<file path="src/rtl/qbert_pkg.sv">
// Shared types and constants for the Q*bert position tracker: jump directions,
// tracker states and cube numbers of the pyramid's outer edges.
package qbert_pkg;

  typedef enum logic [2:0] {
    NONE       = 3'd0,
    DOWN_RIGHT = 3'd1,
    DOWN_LEFT  = 3'd2,
    UP_RIGHT   = 3'd3,
    UP_LEFT    = 3'd4
  } dir_e;

  typedef enum logic [1:0] {
    IDLE,
    ISSUE,
    MOVE,
    FALLEN
  } state_e;

  // Cube numbers along the right (index 0) and left (index r-1) edges.
  localparam int unsigned TOP = 1;
  localparam int unsigned R02 = 2;
  localparam int unsigned R04 = 4;
  localparam int unsigned R07 = 7;
  localparam int unsigned R11 = 11;
  localparam int unsigned R16 = 16;
  localparam int unsigned R22 = 22;
  localparam int unsigned L03 = 3;
  localparam int unsigned L06 = 6;
  localparam int unsigned L10 = 10;
  localparam int unsigned L15 = 15;
  localparam int unsigned L21 = 21;
  localparam int unsigned L28 = 28;

  function automatic logic is_dir(input logic [2:0] d);
    return (d >= 3'd1) && (d <= 3'd4);
  endfunction

endpackage

</file>
<file path="src/rtl/cube_neighbour.sv">
// Combinational neighbour lookup: from (row, index, direction) produce the
// target cell, its one-hot cube vector and cube number, or invalid when off-pyramid.
module cube_neighbour
  import qbert_pkg::*;
#(
  parameter int unsigned N_ROW = 7,
  localparam int unsigned NC = N_ROW * (N_ROW + 1) / 2,
  localparam int unsigned CW = $clog2(NC + 1),
  localparam int unsigned RW = $clog2(N_ROW + 1)
) (
  input  logic [RW-1:0] row_i,
  input  logic [RW-1:0] idx_i,
  input  logic [2:0]    dir_i,
  output logic          valid_o,
  output logic [RW-1:0] row_o,
  output logic [RW-1:0] idx_o,
  output logic [NC-1:0] onehot_o,
  output logic [CW-1:0] cube_o
);

  localparam logic [NC-1:0] ONE = NC'(1);

  int nr;
  int ni;
  int n;

  always_comb begin
    nr = int'(row_i);
    ni = int'(idx_i);
    case (dir_i)
      DOWN_RIGHT: nr = nr + 1;
      DOWN_LEFT: begin
        nr = nr + 1;
        ni = ni + 1;
      end
      UP_RIGHT: begin
        nr = nr - 1;
        ni = ni - 1;
      end
      UP_LEFT: nr = nr - 1;
      default: ;
    endcase
    valid_o  = is_dir(dir_i) && (nr >= 1) && (nr <= int'(N_ROW)) && (ni >= 0) && (ni < nr);
    n        = nr * (nr - 1) / 2 + ni + 1;
    row_o    = '0;
    idx_o    = '0;
    onehot_o = '0;
    cube_o   = '0;
    if (valid_o) begin
      row_o    = nr[RW-1:0];
      idx_o    = ni[RW-1:0];
      onehot_o = ONE << (n - 1);
      cube_o   = n[CW-1:0];
    end
  end

endmodule

</file>
<file path="src/rtl/qbert_position.sv">
// Tracks Q*bert's cube on the pyramid: issues jumps to the sprite stage,
// waits for the move handshake, and reports landings or falls.
module qbert_position
  import qbert_pkg::*;
#(
  parameter int unsigned N_ROW = 7,
  localparam int unsigned NC = N_ROW * (N_ROW + 1) / 2,
  localparam int unsigned CW = $clog2(NC + 1)
) (
  input  logic          clk,
  input  logic          reset,
  input  logic [2:0]    e_jump_req,
  input  logic          e_block,
  input  logic          e_abort,
  input  logic          e_respawn,
  input  logic          done_move_qb,
  output logic [2:0]    e_jump_qb,
  output logic [NC-1:0] position_qb,
  output logic [NC-1:0] e_next_qb,
  output logic          land_valid,
  output logic [CW-1:0] land_cube,
  output logic          fell,
  output logic          busy
);

  localparam int unsigned RW = $clog2(N_ROW + 1);
  localparam logic [NC-1:0] TOP_OH = NC'(1) << (TOP - 1);

  state_e        state_q, state_d;
  logic [RW-1:0] row_q, row_d, idx_q, idx_d;
  logic [RW-1:0] trow_q, trow_d, tidx_q, tidx_d;
  logic          tvalid_q, tvalid_d;
  logic [CW-1:0] tcube_q, tcube_d;
  logic [2:0]    jump_q, jump_d, buf_q, buf_d;
  logic          buf_v_q, buf_v_d;
  logic [NC-1:0] pos_q, pos_d, next_q, next_d;
  logic          lv_q, lv_d, fell_q, fell_d, busy_q, busy_d;
  logic [CW-1:0] lcube_q, lcube_d;

  logic [2:0]    nb_dir;
  logic          nb_valid;
  logic [RW-1:0] nb_row, nb_idx;
  logic [NC-1:0] nb_onehot;
  logic [CW-1:0] nb_cube;
  logic          req_ok;

  assign req_ok = is_dir(e_jump_req) && !e_block;
  assign nb_dir = (state_q == IDLE && buf_v_q) ? buf_q : e_jump_req;

  cube_neighbour #(.N_ROW(N_ROW)) u_nb (
    .row_i    (row_q),
    .idx_i    (idx_q),
    .dir_i    (nb_dir),
    .valid_o  (nb_valid),
    .row_o    (nb_row),
    .idx_o    (nb_idx),
    .onehot_o (nb_onehot),
    .cube_o   (nb_cube)
  );

  always_comb begin
    state_d  = state_q;
    row_d    = row_q;
    idx_d    = idx_q;
    trow_d   = trow_q;
    tidx_d   = tidx_q;
    tvalid_d = tvalid_q;
    tcube_d  = tcube_q;
    jump_d   = jump_q;
    buf_d    = buf_q;
    buf_v_d  = buf_v_q;
    pos_d    = pos_q;
    next_d   = next_q;
    lv_d     = 1'b0;
    fell_d   = 1'b0;
    lcube_d  = lcube_q;
    if (e_respawn) begin
      state_d = IDLE;
      pos_d   = TOP_OH;
      next_d  = TOP_OH;
      row_d   = RW'(1);
      idx_d   = '0;
      jump_d  = NONE;
      buf_v_d = 1'b0;
    end else if (e_abort) begin
      jump_d  = NONE;
      buf_v_d = 1'b0;
      next_d  = pos_q;
      if (state_q != FALLEN) state_d = IDLE;
    end else begin
      if ((state_q == ISSUE || state_q == MOVE) && req_ok && !buf_v_q) begin
        buf_v_d = 1'b1;
        buf_d   = e_jump_req;
      end
      unique case (state_q)
        IDLE: begin
          // A buffered request left over from the last move takes precedence over a fresh one.
          buf_v_d = 1'b0;
          if ((buf_v_q && !e_block) || (!buf_v_q && req_ok)) begin
            jump_d   = nb_dir;
            next_d   = nb_onehot;
            trow_d   = nb_row;
            tidx_d   = nb_idx;
            tvalid_d = nb_valid;
            tcube_d  = nb_cube;
            state_d  = ISSUE;
          end
        end
        ISSUE: begin
          if (!done_move_qb) begin
            jump_d  = NONE;
            state_d = MOVE;
          end
        end
        MOVE: begin
          if (done_move_qb) begin
            pos_d = next_q;
            if (tvalid_q) begin
              row_d   = trow_q;
              idx_d   = tidx_q;
              lv_d    = 1'b1;
              lcube_d = tcube_q;
              state_d = IDLE;
            end else begin
              fell_d  = 1'b1;
              buf_v_d = 1'b0;
              state_d = FALLEN;
            end
          end
        end
        FALLEN: ;
        default: ;
      endcase
    end
    busy_d = (state_d != IDLE);
  end

  always_ff @(posedge clk) begin
    if (reset) begin
      state_q  <= IDLE;
      row_q    <= RW'(1);
      idx_q    <= '0;
      trow_q   <= '0;
      tidx_q   <= '0;
      tvalid_q <= 1'b0;
      tcube_q  <= '0;
      jump_q   <= NONE;
      buf_q    <= NONE;
      buf_v_q  <= 1'b0;
      pos_q    <= TOP_OH;
      next_q   <= TOP_OH;
      lv_q     <= 1'b0;
      fell_q   <= 1'b0;
      busy_q   <= 1'b0;
      lcube_q  <= '0;
    end else begin
      state_q  <= state_d;
      row_q    <= row_d;
      idx_q    <= idx_d;
      trow_q   <= trow_d;
      tidx_q   <= tidx_d;
      tvalid_q <= tvalid_d;
      tcube_q  <= tcube_d;
      jump_q   <= jump_d;
      buf_q    <= buf_d;
      buf_v_q  <= buf_v_d;
      pos_q    <= pos_d;
      next_q   <= next_d;
      lv_q     <= lv_d;
      fell_q   <= fell_d;
      busy_q   <= busy_d;
      lcube_q  <= lcube_d;
    end
  end

  assign e_jump_qb   = jump_q;
  assign position_qb = pos_q;
  assign e_next_qb   = next_q;
  assign land_valid  = lv_q;
  assign land_cube   = lcube_q;
  assign fell        = fell_q;
  assign busy        = busy_q;

endmodule

</file>
<file path="config.mk">
export PLATFORM = sky130hd
export DESIGN_NAME = qbert_position
export DESIGN_NICKNAME = d
export VERILOG_FILES = /design/src/rtl/qbert_pkg.sv /design/src/rtl/cube_neighbour.sv /design/src/rtl/qbert_position.sv
export SDC_FILE = /design/constraint.sdc
export NUM_CORES = 1
export LEC_CHECK = 0
export CORE_MARGIN = 5
export CORE_UTILIZATION = 51
export CTS_CLUSTER_DIAMETER = 100
export DETAILED_ROUTE_END_ITERATION = 10
export PLACE_DENSITY_LB_ADDON = 0.1
export SYNTH_ARGS = -nofsm -noshare
export SYNTH_HDL_FRONTEND = slang
export SYNTH_SLANG_ARGS = --single-unit
</file>
<file path="constraint.sdc">
create_clock -name clk -period 30 [get_ports clk]
set_input_delay 6 -clock clk [delete_from_list [all_inputs] [get_ports clk]]
set_output_delay 6 -clock clk [all_outputs]
set_load 0.005 [all_outputs]
</file>
### Word-level counts from Yosys, hierarchy flattened

Cells that the tools add are included.

* logic and storage cells: 109
* bits of input ports: 9
* flip-flop bits (word level): 91

* magnitude comparators: 8
* add/sub/neg operators: 9
* $mul: 1
* bitwise logic cells: 5
* eq/ne operators: 9
* shift-type cells: 1
* multiplexer cells: 27
* reduce and logical (&&, ||, !) cells: 33

Operators by type and width (number)
* one-hot mux 32 bit (2 select lines): 2
* 2-to-1 mux 28 bit: 4
* subtractor 32 x 2 -> 32 bit (second input constant): 2
* adder 32 x 1 -> 32 bit: 1
* adder 32 x 2 -> 32 bit (second input constant): 1
* adder 32 bit: 1
* >= comparator 32 x 1 -> 1 bit (second input constant): 1
* >= comparator 32 x 2 -> 1 bit (second input constant): 1
* <= comparator 32 x 4 -> 1 bit (second input constant): 1
* < comparator 32 bit: 1
* multiplier 32 x 32 -> 32 bit: 1
* << shifter 1 x 32 -> 28 bit (first input constant): 1
* 2-to-1 mux 3 bit: 5
* 2-to-1 mux 2 bit: 7
* logical AND 1 bit: 12
* AND reduction 3 bit: 3
* adder 3 x 1 -> 4 bit (second input constant): 2
* AND reduction 4 bit: 2
* nonzero test 2 bit: 4
* subtractor 3 x 1 -> 4 bit (second input constant): 2
* == test 3 x 2 -> 1 bit (second input constant): 2
* >= comparator 3 x 1 -> 1 bit (second input constant): 2
* <= comparator 3 bit (second input constant): 2
* one-hot mux 2 bit (3 select lines): 1
* 20 further kinds: 32

### Longest topological paths before layout

* depth in word-level cells: 18
* gate-level depth with buffers: 55
* depth with buffers taken out: 50

### Modules after synthesis

From an unflattened synthesis, not the netlist that was laid out.

* cell total of the unflattened synthesis: 1916
* area, all modules: 15991.6 sq um

Modules (own cells, without submodules)
* cube_neighbour: area an instance 12286.8 sq um, cells an instance 1444, instances 1
* qbert_position: area an instance 3704.8 sq um, cells an instance 472, instances 1

### Least setup slack after synthesis

Ideal clock, no wire load.

* path type: input port to flip-flop
* start: input e_jump_req[2]
* end: register next_q[10] (netlist: e_next_qb[10])
* path buffers: 4
* data required time: 29.916 ns
* arrival: 18.181 ns
* library setup time: 0.084 ns
* stages on the path: 46
* slack: 11.735 ns
* cells stage by stage: mux2i_1 -> nand2_1 -> a221o_1 -> a22oi_1 -> clkbuf_1 -> clkbuf_1 -> ha_1 -> inv_1 -> ha_1 -> nand2b_1 -> fa_1 -> inv_1 -> fa_1 -> inv_1 -> fa_1 -> inv_1 -> fa_1 -> inv_1 -> [... 10 more ...] -> a21o_1 -> a21oi_1 -> xnor2_1 -> ha_1 -> ha_1 -> clkbuf_1 -> a21o_1 -> and2_1 -> o21ai_0 -> nand2b_1 -> or3_1 -> mux2i_1 -> nor2_1 -> or4b_1 -> nor4_4 -> o211ai_4 -> buf_6 -> o31ai_2

* word-level cells in the longest chain between the ends: 16

Ends and longest elaborated chain
* start, declared: line qbert_position.sv:12 `input logic [2:0] e_jump_req,`
* 2-to-1 mux 3 bit: line qbert_position.sv:48 `assign nb_dir = (state_q == IDLE && buf_v_q) ? buf_q : e_jump_req;`
* == test 3 bit, or another cell as far along: line cube_neighbour.sv:30 `case (dir_i)`
* OR reduction 2 bit (no source line)
* one-hot mux 32 bit (2 select lines): line cube_neighbour.sv:30
* subtractor 32 x 2 -> 32 bit: line cube_neighbour.sv:44 `n = nr * (nr - 1) / 2 + ni + 1;`
* multiplier 32 x 32 -> 32 bit: line cube_neighbour.sv:44
* bitwise AND 1 bit (no source line)
* adder 32 x 1 -> 32 bit (no source line)
* adder 32 bit: line cube_neighbour.sv:44
* adder 32 x 2 -> 32 bit: line cube_neighbour.sv:44
* subtractor 32 x 2 -> 32 bit: line cube_neighbour.sv:52 `onehot_o = ONE << (n - 1);`
* << shifter 1 x 32 -> 28 bit: line cube_neighbour.sv:52
* 2-to-1 mux 28 bit: line cube_neighbour.sv:49 `if (valid_o) begin`
* 2-to-1 mux 28 bit: line qbert_position.sv:99 `if ((buf_v_q && !e_block) || (!buf_v_q && req_ok)) begin`
* 2-to-1 mux 28 bit: line qbert_position.sv:95 `unique case (state_q)`
* 2-to-1 mux 28 bit: line qbert_position.sv:85 `end else if (e_abort) begin`
* end signal, assigned: line qbert_position.sv:168 `next_q <= next_d;`
* end, declared: line qbert_position.sv:36 `logic [NC-1:0] pos_q, pos_d, next_q, next_d;`

Several ways; a longest one is shown, not always the timed one. The select of a mux whose other input is x is not followed.
A chain may end at the register's enable or synchronous reset.

### Worst setup path after layout

* start: input e_jump_req[1]
* end: register next_q[0] (netlist: e_next_qb[0])

The elaborated chain is that of the path after synthesis.

==> key figures <==
Synth
  – Synth unique cells: 91
  – Number of warnings reported in the yosys synthesis log: 0
  – Post-synthesis register bit count: 91
  – Syn avg cell area: 8.43 µm²
  – Number of synthesized flops with an enable pin: 0
  – Async set-reset flop share out of synthesis: 0%
  – Register area share after synthesis: 11.4%
  – Post-synthesis instance area: 16,000 µm²
  – Main flop type after synthesis: dfxtp_1
  – Gate count after technology mapping: 1,896

Power
  – Worst vdd rail ir drop: 0.0286 mV
  – Power per standard cell area: 38.5 nW/µm²
  – Leakage dissipation: 8.09 nW

Setup path
  – Worst setup slack for register-to-register paths: 15.28 ns
  – Worst Reg2Reg Path Length in Cells: 44
  – Endpoint of the worst setup timing path: e_next_qb[0]
  – Number of buffer and inverter stages on the critical path: 7
  – CP endpoint kind: register
  – Data arrival time of the critical path: 20.13 ns
  – Startpoint of the most critical register-to-register path: state_q[1]
  – Critical path's largest stage delay: 1.12 ns
  – Crit Reg-Reg Endpoint: e_next_qb[0]
  – Data required time at the worst endpoint: 30.25 ns
  – Largest delay share family, worst path: adder cells
  – Setup crit start kind: primary input
  – CP Launch Point: e_jump_req[1]
  – Most prevalent standard cell on the critical path: fa_1
  – Biggest fanout along the worst timing path: 28
  – Critical Path Stages: 42
  – Critical path class: primary input to register
  – Worst path slowest cell: fa_1

STA
  – Final Hold Viols: 0
  – # setup viols final: 0
  – Unrepaired setup endpoints after global routing: no
  – Pins Over Slew Limit: 0
  – Setup_tns: 0 ns
  – Rel. slew slack: 16.5%
  – Post-Route Skew: 0.00852 ns
  – Clock period minus worst slack: 19.88 ns
  – Final period util: 66.3%
  – Fmax achieved: 50.3 MHz
  – Slew at the pin closest to its max-slew limit: 1.25 ns

Clocking
  – Num Clock Sinks: 91
  – TritonCTS clock tree: yes
  – Number of buffers added by the clock tree synthesis step: 9
  – Post-CTS Setup Bufs: 0
  – Max Root-Sink Buffers: 2
  – Hold-fix buffer count after cts: 0
  – Cell chosen for the clock root: clkbuf_16
  – Post-CTS sizing: 0
  – CTS H-tree depth: 3
  – Clock latency at the later pin of the worst-skew pair: 0.35 ns
  – Post-CTS clock slew at the launch and capture registers of the worst setup and hold paths: 0.06 ns

Detailed routing
  – # DRC: 0
  – Antenna viol nets, final: 0
  – Vias/cell: 5.39
  – Detailed-routing iteration count for the pre-antenna-repair pass: 5
  – Initial detailed-routing violation count: 785
  – Routed length per placed instance: 16.4 µm
  – WL final: 38.3 mm
  – Routed via count: 12,610

Placed design
  – Final GP Congestion: 0.881
  – Port Buffers: 75
  – Post-detail-place hpwl: 32.4 mm
  – Placement-stage cell area: 17,100 µm²

Layout
  – Layout-stage area growth over the synthesis result: 8.88%
  – Most frequent cells in the layout: inv_1, nand2_1, ha_1, fa_1, nor2_1
  – Fill cells: 2,864
  – Leading cell type in the layout, fill and taps excluded: inv_1
  – Fraction of layout instances using a drive strength above 1: 4.68%
  – Fin area: 17,400 µm²
  – # nets final: 2,371
  – Ant. Diodes: 0

Run
  – Number of maximum-capacitance violations: 0

Outcome
  – Result of the run: finished clean

Global route
  – Overflow after GRT: 0
  – Number of global-route vias before repair: 12,738
  – Maximum number of pins on one net before global-route repair: 66
  – Total GRT Usage: 22.2%
  – First-pass GRT wire length: 65.0 mm
  – Initial antenna violation count: 1

Floorplan
  – Die boundary width: 187 µm
  – Die span in y: 187 µm
  – Area of the placeable core: 30,700 µm²
  – Starting density of the core: 52.0%
  – Number of cell rows: 64
  – Die area: 35,000 µm²
  – Number of I/O pins: 76

Worst hold path
  – Worst hold path startpoint: tcube_q[1]
  – Tightest Hold Check Type: register to register
-- power by group --
part / internal (mW) / total [mW] / switching [mW]
clock network: 0.0817 / 0.129 / 0.0473
registers: 0.121 / 0.121 / 0.000346
logic: 0.156 / 0.419 / 0.263
-- worst register-to-register path, delay by kind of cell, from the launching register on --
kind	cells	cell delay [ns]
AO/OA/AOI/OAI	9	2.73
XOR/XNOR	2	0.92
adder cells (fa/ha/maj)	13	6.40
buffers and inverters	7	0.95
flip-flops	1	0.42
multiplexers	2	0.78
AND/OR/NAND/NOR	11	2.44
-- cell type report --
| class | instances | area, µm² | area share, % |
|---|---|---|---|
| Sequential cell | 91 | 1820 | 10.5 |
| Multi-Input combinational cell | 1406 | 12600 | 72.6 |
| Clock buffer | 12 | 236 | 1.36 |
| Clock inverter | 4 | 98.8 | 0.568 |
| Timing Repair Buffer | 85 | 821 | 4.72 |
| Inverter | 346 | 1300 | 7.48 |
| Tap cell | 396 | 495 | 2.85 |
-- logic make-up (layout without fill, tap and decap cells) --
logic type,count (synthesis),after routing,share of synthesized area (%)
adder cells (fa/ha/maj),423,423,42.3
other,2,6,0.0470
buffers and inverters,403,447,9.75
flip-flops,91,91,11.4
multiplexers,9,9,0.673
AND/OR/NAND/NOR,533,533,15.6
XOR/XNOR,91,91,5.03
AO/OA/AOI/OAI,344,344,15.2
-- worst min path at each step --
stage | slack [ns] | endpoint | cells after the start
after floorplan | 0.43 | idx_q[2] | 2
after detailed placement | 0.45 | idx_q[2] | 2
final | 0.46 | land_cube[1] | 2
after global placement | 0.44 | row_q[1] | 2
after CTS | 0.45 | idx_q[2] | 2
after global routing | 0.47 | idx_q[2] | 2
-- routing by layer --
layer	GRT usage, %	vias to the layer above	share of wire (%)
met4	4.15	2	1.8
met1	32.5	6039	49
met5	0	-	0.034
met3	3.92	52	4.8
met2	34.8	239	44
li1	-	6278	-
-- Yosys cell counts (all sizes together), types with 3 or more instances --
library cell    n  area (µm²)
o21bai          7        52.6
o211ai         16         139
nand3b          4        30.0
o22ai           3        18.8
o31a            3        26.3
buf            11        85.1
a31o            4        35.0
and3            5        31.3
a21o           20         150
a2111oi         3        33.8
a41oi           4        35.0
nand2b         18         113
nor4b           3        26.3
xor2           25         226
a22oi          10        75.1
and2           13        81.3
a211oi          6        62.6
nand4           8        50.1
a211o           5        43.8
nor4           16         136
or2            13        81.3
mux2i           8        92.6
o2111ai         4        35.0
nor2b          10        62.6
nor3           28         140
o21a           15         114
inv           346        1300
o21ai          81         432
a21boi          4        30.0
or3            12        80.1
nand2         229         867
a21oi         101         513
nand3          38         195
a31oi          12         105
ha            227        2840
nor2          122         458
dfxtp          91        1820
o41ai           3        33.8
xnor2          66         578
o31ai          27         303
clkbuf         46         173
fa            196        3920
-- through the flow --
step	hold slack (ns)	instances	utilization, %	total power [mW]	setup WS (ns)
5_1_grt	0.472	2340	56.6	0.730	9.14
3_3_place_gp	0.441	2324	55.5	0.538	10.16
4_1_cts	0.453	2340	56.6	0.672	10.14
6_report	0.456	2340	56.6	0.669	10.12
2_1_floorplan	0.432	1900	-	0.455	11.73
3_5_place_dp	0.447	2324	55.5	0.540	9.86
-- flip-flops by register name (all words and copies together), names as in the netlist --
signal	flops
e_next_qb	28
position_qb	28
land_cube	5
tcube_q	5
buf_q	3
e_jump_qb	3
idx_q	3
row_q	3
tidx_q	3
trow_q	3
state_q	2
buf_v_q	1
busy	1
fell	1
land_valid	1
tvalid_q	1
Note: power is estimated with default switching activity, not from simulation.
